### config.mk
export PLATFORM = sky130hd
export DESIGN_NAME = subtractor_pipe
export DESIGN_NICKNAME = d
export VERILOG_FILES = /design/src/rtl/subtractor_pipe.sv
export SDC_FILE = /design/constraint.sdc
export NUM_CORES = 1
export LEC_CHECK = 0
export BUFFER_PORTS_ARGS = -buffer_cell sky130_fd_sc_hd__buf_2
export CAP_MARGIN = 10
export CORE_MARGIN = 2
export CORE_UTILIZATION = 40
export CTS_BUF_LIST = sky130_fd_sc_hd__clkbuf_8
export DETAILED_ROUTE_END_ITERATION = 7
export PLACE_DENSITY_LB_ADDON = 0.25
export SLEW_MARGIN = 25
export SYNTH_ARGS = -nofsm -noshare
export SYNTH_HDL_FRONTEND = slang
export SYNTH_SLANG_ARGS = --single-unit
### constraint.sdc
create_clock -name i_clk -period 16.3 [get_ports i_clk]
set_input_delay 3.26 -clock i_clk [delete_from_list [all_inputs] [get_ports i_clk]]
set_output_delay 3.26 -clock i_clk [all_outputs]
set_load 0.1 [all_outputs]
### src/rtl/subtractor_pipe.sv
// Pipelined N-bit subtractor D = A - B - borrow_in with valid/ready flow control.
// One N/STAGES-bit chunk of the borrow chain is resolved per stage, LSB chunk first.
module subtractor_pipe #(
    parameter int N      = 64,
    parameter int STAGES = 4
) (
    input  logic         i_clk,
    input  logic         i_reset,
    input  logic         i_valid,
    output logic         o_ready,
    input  logic [N-1:0] i_a,
    input  logic [N-1:0] i_b,
    input  logic         i_borrow_in,
    output logic         o_valid,
    input  logic         i_ready,
    output logic [N-1:0] o_d,
    output logic         o_borrow_out,
    output logic         o_overflow,
    output logic         o_zero
);

    localparam int W = N / STAGES;

    logic adv;

    assign adv     = !o_valid || i_ready;
    assign o_ready = adv;

    for (genvar k = 0; k < STAGES; k++) begin : g_st
        // Operand bits still unprocessed when entering stage k
        localparam int RW = N - k * W;

        logic [RW-1:0]        a_in;
        logic [RW-1:0]        nb_in;
        logic                 v_in;
        logic                 b_in;
        logic                 z_in;
        logic                 am_in;
        logic                 bm_in;
        logic [W:0]           sum;
        logic [(k+1)*W-1:0]   d_d;
        logic                 valid_q;
        logic [(k+1)*W-1:0]   d_q;
        logic                 bor_q;
        logic                 zero_q;
        logic                 am_q;
        logic                 bm_q;

        if (k == 0) begin : g_src
            assign a_in  = i_a;
            assign nb_in = ~i_b;
            assign v_in  = i_valid;
            assign b_in  = i_borrow_in;
            assign z_in  = 1'b1;
            assign am_in = i_a[N-1];
            assign bm_in = i_b[N-1];
            assign d_d   = sum[W-1:0];
        end else begin : g_src
            assign a_in  = g_st[k-1].g_rem.a_q;
            assign nb_in = g_st[k-1].g_rem.nb_q;
            assign v_in  = g_st[k-1].valid_q;
            assign b_in  = g_st[k-1].bor_q;
            assign z_in  = g_st[k-1].zero_q;
            assign am_in = g_st[k-1].am_q;
            assign bm_in = g_st[k-1].bm_q;
            assign d_d   = {sum[W-1:0], g_st[k-1].d_q};
        end

        // Carry in is the inverted borrow; carry out inverts back to borrow
        assign sum = {1'b0, a_in[W-1:0]} + {1'b0, nb_in[W-1:0]}
                   + {{W{1'b0}}, ~b_in};

        always_ff @(posedge i_clk or posedge i_reset) begin
            if (i_reset) begin
                valid_q <= 1'b0;
                d_q     <= '0;
                bor_q   <= 1'b0;
                zero_q  <= 1'b0;
                am_q    <= 1'b0;
                bm_q    <= 1'b0;
            end else if (adv) begin
                valid_q <= v_in;
                if (v_in) begin
                    d_q    <= d_d;
                    bor_q  <= ~sum[W];
                    zero_q <= z_in && (sum[W-1:0] == '0);
                    am_q   <= am_in;
                    bm_q   <= bm_in;
                end
            end
        end

        if (k < STAGES - 1) begin : g_rem
            logic [RW-W-1:0] a_q;
            logic [RW-W-1:0] nb_q;

            always_ff @(posedge i_clk or posedge i_reset) begin
                if (i_reset) begin
                    a_q  <= '0;
                    nb_q <= '0;
                end else if (adv && v_in) begin
                    a_q  <= a_in[RW-1:W];
                    nb_q <= nb_in[RW-1:W];
                end
            end
        end
    end

    assign o_valid      = g_st[STAGES-1].valid_q;
    assign o_d          = g_st[STAGES-1].d_q;
    assign o_borrow_out = g_st[STAGES-1].bor_q;
    assign o_zero       = g_st[STAGES-1].zero_q;
    assign o_overflow   = (g_st[STAGES-1].am_q ^ g_st[STAGES-1].bm_q)
                        && (o_d[N-1] ^ g_st[STAGES-1].am_q);

endmodule

=== Word level (Yosys, flattened, before mapping) ===
Index checks and enable logic that the tools add are counted.

* Flip-flop bits (word level): 372
* Latch bits: 0
* Memory bits (writable): 0
* Memory bits (read-only): 0
* Input bits: 133
* Output and inout port bits: 69
* Logic and storage cells: 66
* Memories: 0

* Add/sub/neg operators: 8
* $mul: 0
* Div/mod/pow operators: 0
* Order comparisons: 0
* Equality and inequality tests: 0
* Shift-type cells: 0
* Mux-type cells: 0
* Bitwise logic cells: 11
* Reduce and logical (&&, ||, !) cells: 17

{| class="wikitable"
|+ Operator list
! cell !! count
|-
| $add 16x16->17 || 4
|-
| $add 17x1->17 || 4
|-
| $logic_not 16->1 || 4
|-
| $not 64->64 || 1
|-
| $not 1->1 || 8
|-
| $reduce_and 2->1 || 4
|-
| $logic_and 1x1->1 || 7
|-
| $xor 1x1->1 || 2
|-
| $logic_not 1->1 || 1
|-
| $logic_or 1x1->1 || 1
|}

=== Depth between registers and ports, before layout ===
Gate-level depths: netlist (run 1).

* Depth in word-level cells: 4
* Depth in mapped cells: 12
* Depth with buffers taken out: 12

=== Least setup slack after synthesis (run 1) ===
OpenSTA, ideal clock, no wires.

* Path kind: input to output
* From: input i_ready
* To: output o_ready
* Data arrival time: 4.398 ns
* Data required time: 13.040 ns
* Path slack: 8.642 ns
* Cell stages on the path: 2
* Cell sequence: nand2b_1 > clkbuf_1

* Longest elaborated chain between the ends: 1

{| class="wikitable"
|+ Ends and longest elaborated chain
! item !! line !! source
|-
| start, declared || 15 || <nowiki>input logic i_ready,</nowiki>
|-
| $logic_or 1x1->1 || 26 || <nowiki>assign adv = !o_valid || i_ready;</nowiki>
|-
| end, declared || 10 || <nowiki>output logic o_ready,</nowiki>
|}

Every way passes these cells.

=== Worst setup path in the final report (run 1) ===
Ends and elaborated chain as after synthesis.

==> results.json, run 1 <==
{
  "status": "completed",
  "areaGrowthSynthToFinish_pct": 17.5,
  "ys_seq_area_share_pct": 55.4,
  "end_kind": "primary output",
  "finalCriticalPeriod_ns": 7.40,
  "route.vias.total": 11000,
  "synth-compound-area-share_pct": 9.54,
  "timing.max_cap.violations": 0,
  "cp-startpoint": "i_ready",
  "ff2ff_setup_slack_ns": 13.24,
  "cp-start-kind": "primary input",
  "grt_busiest_layer": "met2",
  "hold_buffers": 0,
  "worstPathArrival_ns": 4.14,
  "grt_pass1_wl_um": 58700,
  "hold_viol_final": 0,
  "start_util_pct": 40.6,
  "ys_ff_latch": 369,
  "synth_warnings": 0,
  "synthTopCellsByCount": "dfrtp_1 (369), mux2_2 (264), nand2_1 (122)",
  "antenna_cells": 0,
  "rows": 74,
  "drt_pass1_iterations": 4,
  "grt_setup_unrepaired": "no",
  "io_buffers": 201,
  "synth_area_um2": 16700,
  "maxSlewViolCount": 0,
  "synthSimpleGateAreaFrac_pct": 8.25,
  "syn_avg_cell_area_um2": 12.4,
  "setup_viol": 0,
  "viasPerCell": 5.14,
  "grt_use_met2_pct": 27.1,
  "finClkSkew_ns": 0.0268,
  "synth_cells": 1349,
  "drt_iter0_drc": 513,
  "die_y_um": 208,
  "cts.sinks": 369,
  "synthTopCellsByArea": "dfrtp_1 (55%), mux2_2 (18%), ha_1 (4.5%), o21ai_0 (3.3%), nand2_1 (2.7%)",
  "place_ws_ns": 8.89,
  "cts_tree": "yes",
  "required_ns": 13.04,
  "layout_setup_ws_ns": 8.90,
  "crit_type": "in2out",
  "synth_area_leader_cell": "dfrtp_1",
  "min_to": "g_st[0].g_rem.nb_q[47]",
  "grt_pass1_vias": 11600,
  "gp_congestion": 0.841,
  "worstHoldPathCells": 2,
  "synth-main-ff-cell": "dfrtp_1",
  "yosysMostFrequentCell": "dfrtp_1",
  "synthAdderAreaFrac_pct": 5.47,
  "finalCritPeriodShare_pct": 45.4,
  "p_leak_nw": 9.15,
  "ys_types": 65,
  "post-cts-setup-buffers": 0,
  "cts-resized-gates": 0,
  "fmax_ghz": 0.135,
  "async_flop_share_pct": 100,
  "wire_per_inst_um": 16.4,
  "met3_usage_pct": 4.35,
  "synth_top_area_share_pct": 55.4,
  "hpwl_um": 23800,
  "powerDensity_nw_per_um2": 236,
  "worstPathMaxFanout": 12,
  "synth_xor_area_share_pct": 1.42,
  "numCtsBuffers": 66,
  "grt_usage_pct": 16.7,
  "ant_nets": 0,
  "antenna_found_initial": 1,
  "h-tree-depth": 3,
  "die_w_um": 208,
  "irDropWorstVdd_uv": 209,
  "tns_ns": 0,
  "synth_top_family_by_area": "multiplexers",
  "r2r_end": "g_st[2].bor_q",
  "clk_pin_slew_worst_paths_ns": 0.05,
  "muxShareOfSynthArea_pct": 17.8,
  "layout-drive-gt1-share_pct": 36.3,
  "synth-edff-count": 0,
  "core_um2": 41000,
  "rr_startpoint": "g_st[1].g_rem.a_q[0]",
  "clk_latency_ns": 0.59,
  "worst_pin_slew_ns": 0.997,
  "min_path_type": "reg2reg",
  "rr_worst_depth": 11,
  "drc_errors": 0,
  "cts_root_buf": "clkbuf_8",
  "final_nets": 1776,
  "ioPinCount": 202,
  "global_route.usage.met1_pct": 21.9,
  "grt_start_max_net_pins": 152,
  "relSlewSlack_pct": 33.6,
  "routed_wl_um": 35300,
  "dieArea_um2": 43300,
  "clockBufferDepth": 3,
  "syn_nets": 1550,
  "worstHoldStart": "g_st[0].g_rem.nb_q[47]",
  "overflow": 0
}
per-stage QoR:
step	utilization (%)	hold WS (ns)	instance area (µm²)	cells	power (mW)
3_3_place_gp	44.5	0.460	18300	2039	3.75
4_1_cts	47.7	0.478	19600	2151	4.69
6_report	47.7	0.470	19600	2151	4.63
2_1_floorplan	-	0.436	16700	1349	3.34
5_1_grt	47.7	0.496	19600	2151	4.96
3_5_place_dp	44.5	0.466	18300	2039	3.81
registers in the layout, indices dropped and copies added, names as in the netlist:
| name | count |
|---|---|
| g_st.bor_q | 3 |
| o_d | 64 |
| g_st.am_q | 4 |
| g_st.valid_q | 3 |
| o_borrow_out | 1 |
| g_st.g_rem.a_q | 93 |
| g_st.bm_q | 4 |
| o_valid | 1 |
| g_st.zero_q | 3 |
| g_st.g_rem.nb_q | 96 |
| g_st.d_q | 96 |
| o_zero | 1 |
layout by cell type, fill, tap and decap left out, types with 4 or more instances in the layout:
cell	instances
a21boi_0	4
a211oi_1	4
a2111oi_0	4
a22o_1	7
fa_1	8
inv_1	56
nor2_1	33
buf_4	6
nand2b_1	15
a21o_1	8
a21oi_1	33
clkbuf_8	85
o21a_1	12
nand4_1	6
nand2_1	118
clkinv_2	7
nand3b_1	5
o311ai_0	4
o2111ai_1	6
nor2b_1	8
nand2_4	4
and2_1	11
xor2_1	11
nand3_1	11
or2_2	5
or3_1	4
o21ai_0	111
o31ai_1	16
xnor2_1	16
and3_1	9
o31a_1	4
or4_1	8
ha_1	60
nor3_1	27
mux2_2	264
a31oi_1	5
dfrtp_1	369
buf_2	201
power breakdown:
part	switching (mW)	leakage (nW)	internal (mW)
clock	0.370	0.738	0.481
combinational	1.41	3.97	0.821
sequential	0.220	4.44	1.32
total	2.00	9.15	2.62
critical path: stages:
cell and delay (ns):
buf_2 0.07, nand2b_1 0.09, buf_4 0.24, buf_2 0.47
cell type report:
| class | instances | area, µm² |
|---|---|---|
| fill | 3792 | 21400 |
| sequential | 369 | 9230 |
| multi-input combinational | 888 | 7110 |
| clock buffer | 85 | 1170 |
| timing repair buffer | 209 | 1080 |
| tap | 532 | 666 |
| inverter | 41 | 166 |
| clock inverter | 27 | 148 |
worst max path at each step:
stage / endpoint / slack [ns] / depth (start not counted)
2_1_floorplan: g_st[0].am_q / 2.79 / 1
3_3_place_gp: o_ready / 8.90 / 4
3_5_place_dp: o_ready / 8.89 / 4
4_1_cts: o_ready / 8.89 / 4
5_1_grt: o_ready / 8.86 / 4
6_report: o_ready / 8.90 / 4
per-layer routing:
| metal | up-vias | part of all wire [%] |
|---|---|---|
| met4 | 0 | 2.5 |
| met3 | 70 | 5.3 |
| li1 | 5322 | - |
| met2 | 228 | 47 |
| met5 | - | 0 |
| met1 | 5426 | 45 |
cells by family (layout without fill, tap and decap cells):
logic type / after synthesis / after routing
DFF: 369 / 369
xor gates and xnor gates: 27 / 27
muxes: 264 / 264
AOI/OAI and AO/OA: 249 / 249
buffers and inverters: 92 / 362
adders and majority gates: 68 / 68
and+or+nand+nor: 280 / 280
No activity file was read; power rests on OpenSTA's default activity.
==> run 2: changes to the inputs <==
==> constraint.sdc (replaced) <==
create_clock -name i_clk -period 7.2 [get_ports i_clk]
set_input_delay 1.44 -clock i_clk [delete_from_list [all_inputs] [get_ports i_clk]]
set_output_delay 1.44 -clock i_clk [all_outputs]
set_load 0.1 [all_outputs]
==> results.json, run 2 (synthesized netlist as in run 1, its figures left out) <==
{
  "irDropWorstVdd_uv": 312,
  "powerDensity_nw_per_um2": 538,
  "p_comb_share_pct": 47.6,
  "layout_setup_ws_ns": 3.11,
  "start_util_pct": 40.6,
  "relSlewSlack_pct": 34.6,
  "layout-drive-gt1-share_pct": 36.4,
  "rr_worst_depth": 11,
  "switchingPower_mw": 4.54,
  "dp.cells": 2039,
  "crit_type": "in2out",
  "seq_power_share_pct": 33.1,
  "finalCritPeriodShare_pct": 56.8,
  "finalCriticalPeriod_ns": 4.09,
  "overflow": 0,
  "rows": 74,
  "post-cts-setup-buffers": 0,
  "antenna_found_initial": 2,
  "viasPerCell": 5.07,
  "grt_usage_pct": 16.3,
  "worstPathMaxFanout": 12,
  "path_depth": 3,
  "wire_per_inst_um": 16.1,
  "hpwl_um": 23700,
  "core_um2": 41000,
  "cts.sinks": 369,
  "h-tree-depth": 3,
  "cts_root_buf": "clkbuf_8",
  "placed_cell_area_um2": 18300,
  "worst_pin_slew_ns": 0.981,
  "maxSlewViolCount": 0,
  "cp_common_cell": "buf_2",
  "end_kind": "primary output",
  "finClkSkew_ns": 0.0230,
  "timing.max_cap.violations": 0,
  "cts_tree": "yes",
  "hold_buffers": 0,
  "grt_start_max_net_pins": 169,
  "layout_commonest_cell": "dfrtp_1",
  "grt_pass1_vias": 11100,
  "switching_share_pct": 42.9,
  "cp-start-kind": "primary input",
  "slowest_stage": "nand2b_1",
  "stdcell_count": 2155,
  "critical_path_buf_inv_count": 2,
  "holdWs_ns": 0.474,
  "cp_cell_sequence": "buf_2 -> nand2b_1 -> buf_2",
  "intPower_mw": 6.05,
  "routed_wl_um": 34600,
  "numCtsBuffers": 67,
  "drc_errors": 0,
  "worstPathArrival_ns": 2.65,
  "fin_area_um2": 19700,
  "nFillCells": 3785,
  "setup_viol": 0,
  "final_nets": 1777,
  "drt_pass1_iterations": 4,
  "clockBufferDepth": 3,
  "required_ns": 5.76,
  "worstHoldPathCells": 2,
  "dieArea_um2": 43300,
  "p_leak_nw": 9.19,
  "max_stage_delay_ns": 0.58,
  "ioPinCount": 202,
  "status": "completed",
  "die_w_um": 208,
  "ant_nets": 0,
  "layout_common_cells": "dfrtp_1 (369), mux2_2 (264), buf_2 (201)",
  "areaGrowthSynthToFinish_pct": 18.0,
  "grt_setup_unrepaired": "no",
  "clockPowerShare_pct": 19.3,
  "clk_latency_ns": 0.59,
  "gp_congestion": 0.841,
  "clk_pin_slew_worst_paths_ns": 0.05,
  "power_mw": 10.6,
  "reg.largest.list": "g_st.d_q (96), g_st.g_rem.nb_q (96), g_st.g_rem.a_q (93)",
  "drt_iter0_drc": 509,
  "grt_pass1_wl_um": 57100,
  "critPathTopFamily": "buffers and inverters",
  "die_y_um": 208,
  "hold_viol_final": 0,
  "min_path_type": "reg2reg",
  "route.vias.total": 10900,
  "place_ws_ns": 2.97,
  "cts-resized-gates": 0,
  "fmax_ghz": 0.244,
  "io_buffers": 201,
  "tns_ns": 0,
  "post-route-util_pct": 47.9
}
[run 2: worst paths after layout]
path	start	end	slack (ns)
setup / recovery	i_ready	o_ready	3.11
hold / removal	g_st[0].g_rem.nb_q[46]	g_st[0].g_rem.nb_q[46]	0.47
setup reg to reg	g_st[1].g_rem.a_q[0]	g_st[2].bor_q	4.11
hold reg to reg	g_st[0].g_rem.nb_q[46]	g_st[0].g_rem.nb_q[46]	0.47
max in group asynchronous	i_reset	g_st[2].d_q[29]	4.78
min in group asynchronous	i_reset	g_st[2].d_q[3]	1.05
[run 2: per-layer routing]
metal  part of all wire [%]  up-vias  global-route usage, %
met5                      0        -                      0
met4                    2.6        0                   5.41
met3                    6.0       69                   4.78
met2                     46      214                   26.0
met1                     46     5324                   21.4
li1                       -     5321                      -
[run 2: power groups by stage]
stage                     Clock, mW  Sequential, mW  Combinational (mW)
after floorplan                   0            4.68                2.87
after global placement            0            3.53                4.97
after detailed placement          0            3.56                5.07
after CTS                      2.12            3.53                5.09
after global routing           2.21            3.63                5.50
final                          2.04            3.50                5.04
[run 2: area by class of cell]
cell class	instances	area [µm²]	area share [%]
Tap cell	532	666	3.38
Clock buffer	88	1210	6.16
Sequential cell	369	9230	47.0
Multi-Input combinational cell	888	7110	36.2
Antenna cell	2	5.00	0.0255
Timing Repair Buffer	209	1090	5.55
Clock inverter	26	188	0.954
Inverter	41	158	0.802
[run 2: tightest hold or removal path, stage by stage (launching register included)]
cell and delay [ns]:
dfrtp_1 0.33, nand2_1 0.05, o21ai_0 0.06
==> run 3: changes to the inputs <==
==> constraint.sdc (replaced) <==
create_clock -name i_clk -period 3.5 [get_ports i_clk]
set_input_delay 0.7 -clock i_clk [delete_from_list [all_inputs] [get_ports i_clk]]
set_output_delay 0.7 -clock i_clk [all_outputs]
set_load 0.1 [all_outputs]
==> results.json, run 3 (synthesized netlist as in run 1, its figures left out) <==
{
  "powerDensity_nw_per_um2": 1100,
  "min_path_type": "in2async",
  "dp.cells": 2045,
  "hold_viol_final": 0,
  "drt_iter0_drc": 619,
  "clockBufferDepth": 3,
  "r2r_end": "g_st[2].bor_q",
  "timing.max_cap.violations": 0,
  "p_leak_nw": 9.24,
  "cts_root_buf": "clkbuf_8",
  "relSlewSlack_pct": 52.1,
  "routed_wl_um": 34800,
  "ant_nets": 0,
  "numCtsBuffers": 67,
  "grt_pass1_vias": 11300,
  "post-route-util_pct": 48.2,
  "finalCriticalPeriod_ns": 3.07,
  "start_util_pct": 40.6,
  "grt_setup_unrepaired": "no",
  "worstPathArrival_ns": 3.60,
  "grt_pass1_wl_um": 58000,
  "power_mw": 21.8,
  "drt_pass1_iterations": 4,
  "grt_usage_pct": 16.6,
  "rr_worst_depth": 11,
  "ff2ff_setup_slack_ns": 0.43,
  "tns_ns": 0,
  "grt_start_max_net_pins": 114,
  "die_y_um": 208,
  "maxSlewViolCount": 0,
  "finalCritPeriodShare_pct": 87.8,
  "setup_viol": 0,
  "antenna_found_initial": 1,
  "fmax_ghz": 0.325,
  "placed_cell_area_um2": 18400,
  "layout_commonest_cell": "dfrtp_1",
  "crit_type": "reg2reg",
  "holdWs_ns": 0.161,
  "gp_congestion": 0.849,
  "worstPathMaxFanout": 4,
  "antenna_cells": 0,
  "fin_area_um2": 19800,
  "worst_pin_slew_ns": 0.719,
  "areaGrowthSynthToFinish_pct": 18.7,
  "status": "completed",
  "drc_errors": 0,
  "reg.largest.list": "g_st.d_q (96), g_st.g_rem.nb_q (96), g_st.g_rem.a_q (93)",
  "core_um2": 41000,
  "die_w_um": 208,
  "layout_common_cells": "dfrtp_1 (369), mux2_2 (264), buf_2 (201)",
  "hold_buffers": 0,
  "clk_pin_slew_worst_paths_ns": 0.06,
  "wire_per_inst_um": 16.1,
  "clk_latency_ns": 0.60,
  "rows": 74,
  "io_buffers": 201,
  "required_ns": 4.03,
  "post-cts-setup-buffers": 0,
  "layout-drive-gt1-share_pct": 36.7,
  "cts_tree": "yes",
  "finClkSkew_ns": 0.0214,
  "dieArea_um2": 43300,
  "ioPinCount": 202,
  "cp-start-kind": "flop",
  "route.vias.total": 11100,
  "stdcell_count": 2158,
  "cts-resized-gates": 0,
  "cp_cell_sequence": "inv_1 -> fa_1 -> fa_1 -> nor2b_4 -> o31a_1 -> o41a_1 -> o31a_1 -> o31ai_1 -> a21oi_1 -> o21ai_0 -> a22o_1",
  "critPathTopFamily": "compound AO/OA/AOI/OAI gates",
  "cts.sinks": 369,
  "layout_setup_ws_ns": 0.428,
  "h-tree-depth": 3,
  "slowest_stage": "o41a_1",
  "viasPerCell": 5.13,
  "rr_startpoint": "g_st[1].g_rem.a_q[0]",
  "critical_path_buf_inv_count": 1,
  "final_nets": 1783,
  "place_ws_ns": -0.0905,
  "hpwl_um": 23900,
  "end_kind": "flop",
  "max_stage_delay_ns": 0.44,
  "overflow": 0,
  "irDropWorstVdd_uv": 676
}
==> run 3: cell count changes in the layout (fill, tap and decap cells not counted), sizes merged <==
cell,previous run,this run
buf,209,215
bufinv,3,2
clkbuf,88,89
clkinv,6,5
clkinvlp,2,1
diode,2,0
inv,56,57
==> run 3: how the worst max path moves through the flow <==
stage	startpoint	to	slack [ns]	depth (start not counted)
6_report	g_st[1].g_rem.a_q[0]	g_st[2].bor_q	0.43	11
5_1_grt	g_st[1].g_rem.a_q[0]	g_st[2].bor_q	0.16	11
4_1_cts	g_st[1].g_rem.a_q[0]	g_st[2].bor_q	0.39	11
3_5_place_dp	i_a[0]	g_st[0].zero_q	-0.09	13
3_3_place_gp	i_a[0]	g_st[0].zero_q	0.03	13
2_1_floorplan	i_reset	g_st[0].am_q	-2.15	1
==> run 3: worst register-to-register path, delay by kind of cell (launching register included) <==
| kind | cells | cell delay, ns |
|---|---|---|
| AOI/OAI and AO/OA | 7 | 2.00 |
| adders and majority gates | 2 | 0.48 |
| DFF | 1 | 0.38 |
| buffers and inverters | 1 | 0.08 |
| and+or+nand+nor | 1 | 0.06 |
==> run 3: where the power goes <==
| group | internal, mW | switching, mW | total, mW | leakage [nW] |
|---|---|---|---|---|
| combinational | 3.87 | 6.52 | 10.4 | 4.03 |
| clock | 2.41 | 1.75 | 4.17 | 0.777 |
| sequential | 6.16 | 1.05 | 7.21 | 4.44 |
| total | 12.4 | 9.33 | 21.8 | 9.24 |
==> run 3: final cells by class <==
cell class | instances | area [µm²]
fillers | 3754 | 21200
clock buffers | 89 | 1220
clock inverters | 24 | 166
multi-input cells | 888 | 7110
flip-flops and latches | 369 | 9230
repair buffers | 215 | 1210
well taps | 532 | 666
inverters | 41 | 158
==> run 3: routing by layer <==
metal	up-vias	track usage [%]	wire (µm)	share of wire [%]
li1	5336	-	-	-
met1	5431	22.0	16000	46
met2	231	26.6	16200	46
met3	77	3.91	1740	5.0
met4	2	5.81	927	2.7
met5	-	0	10	0.029
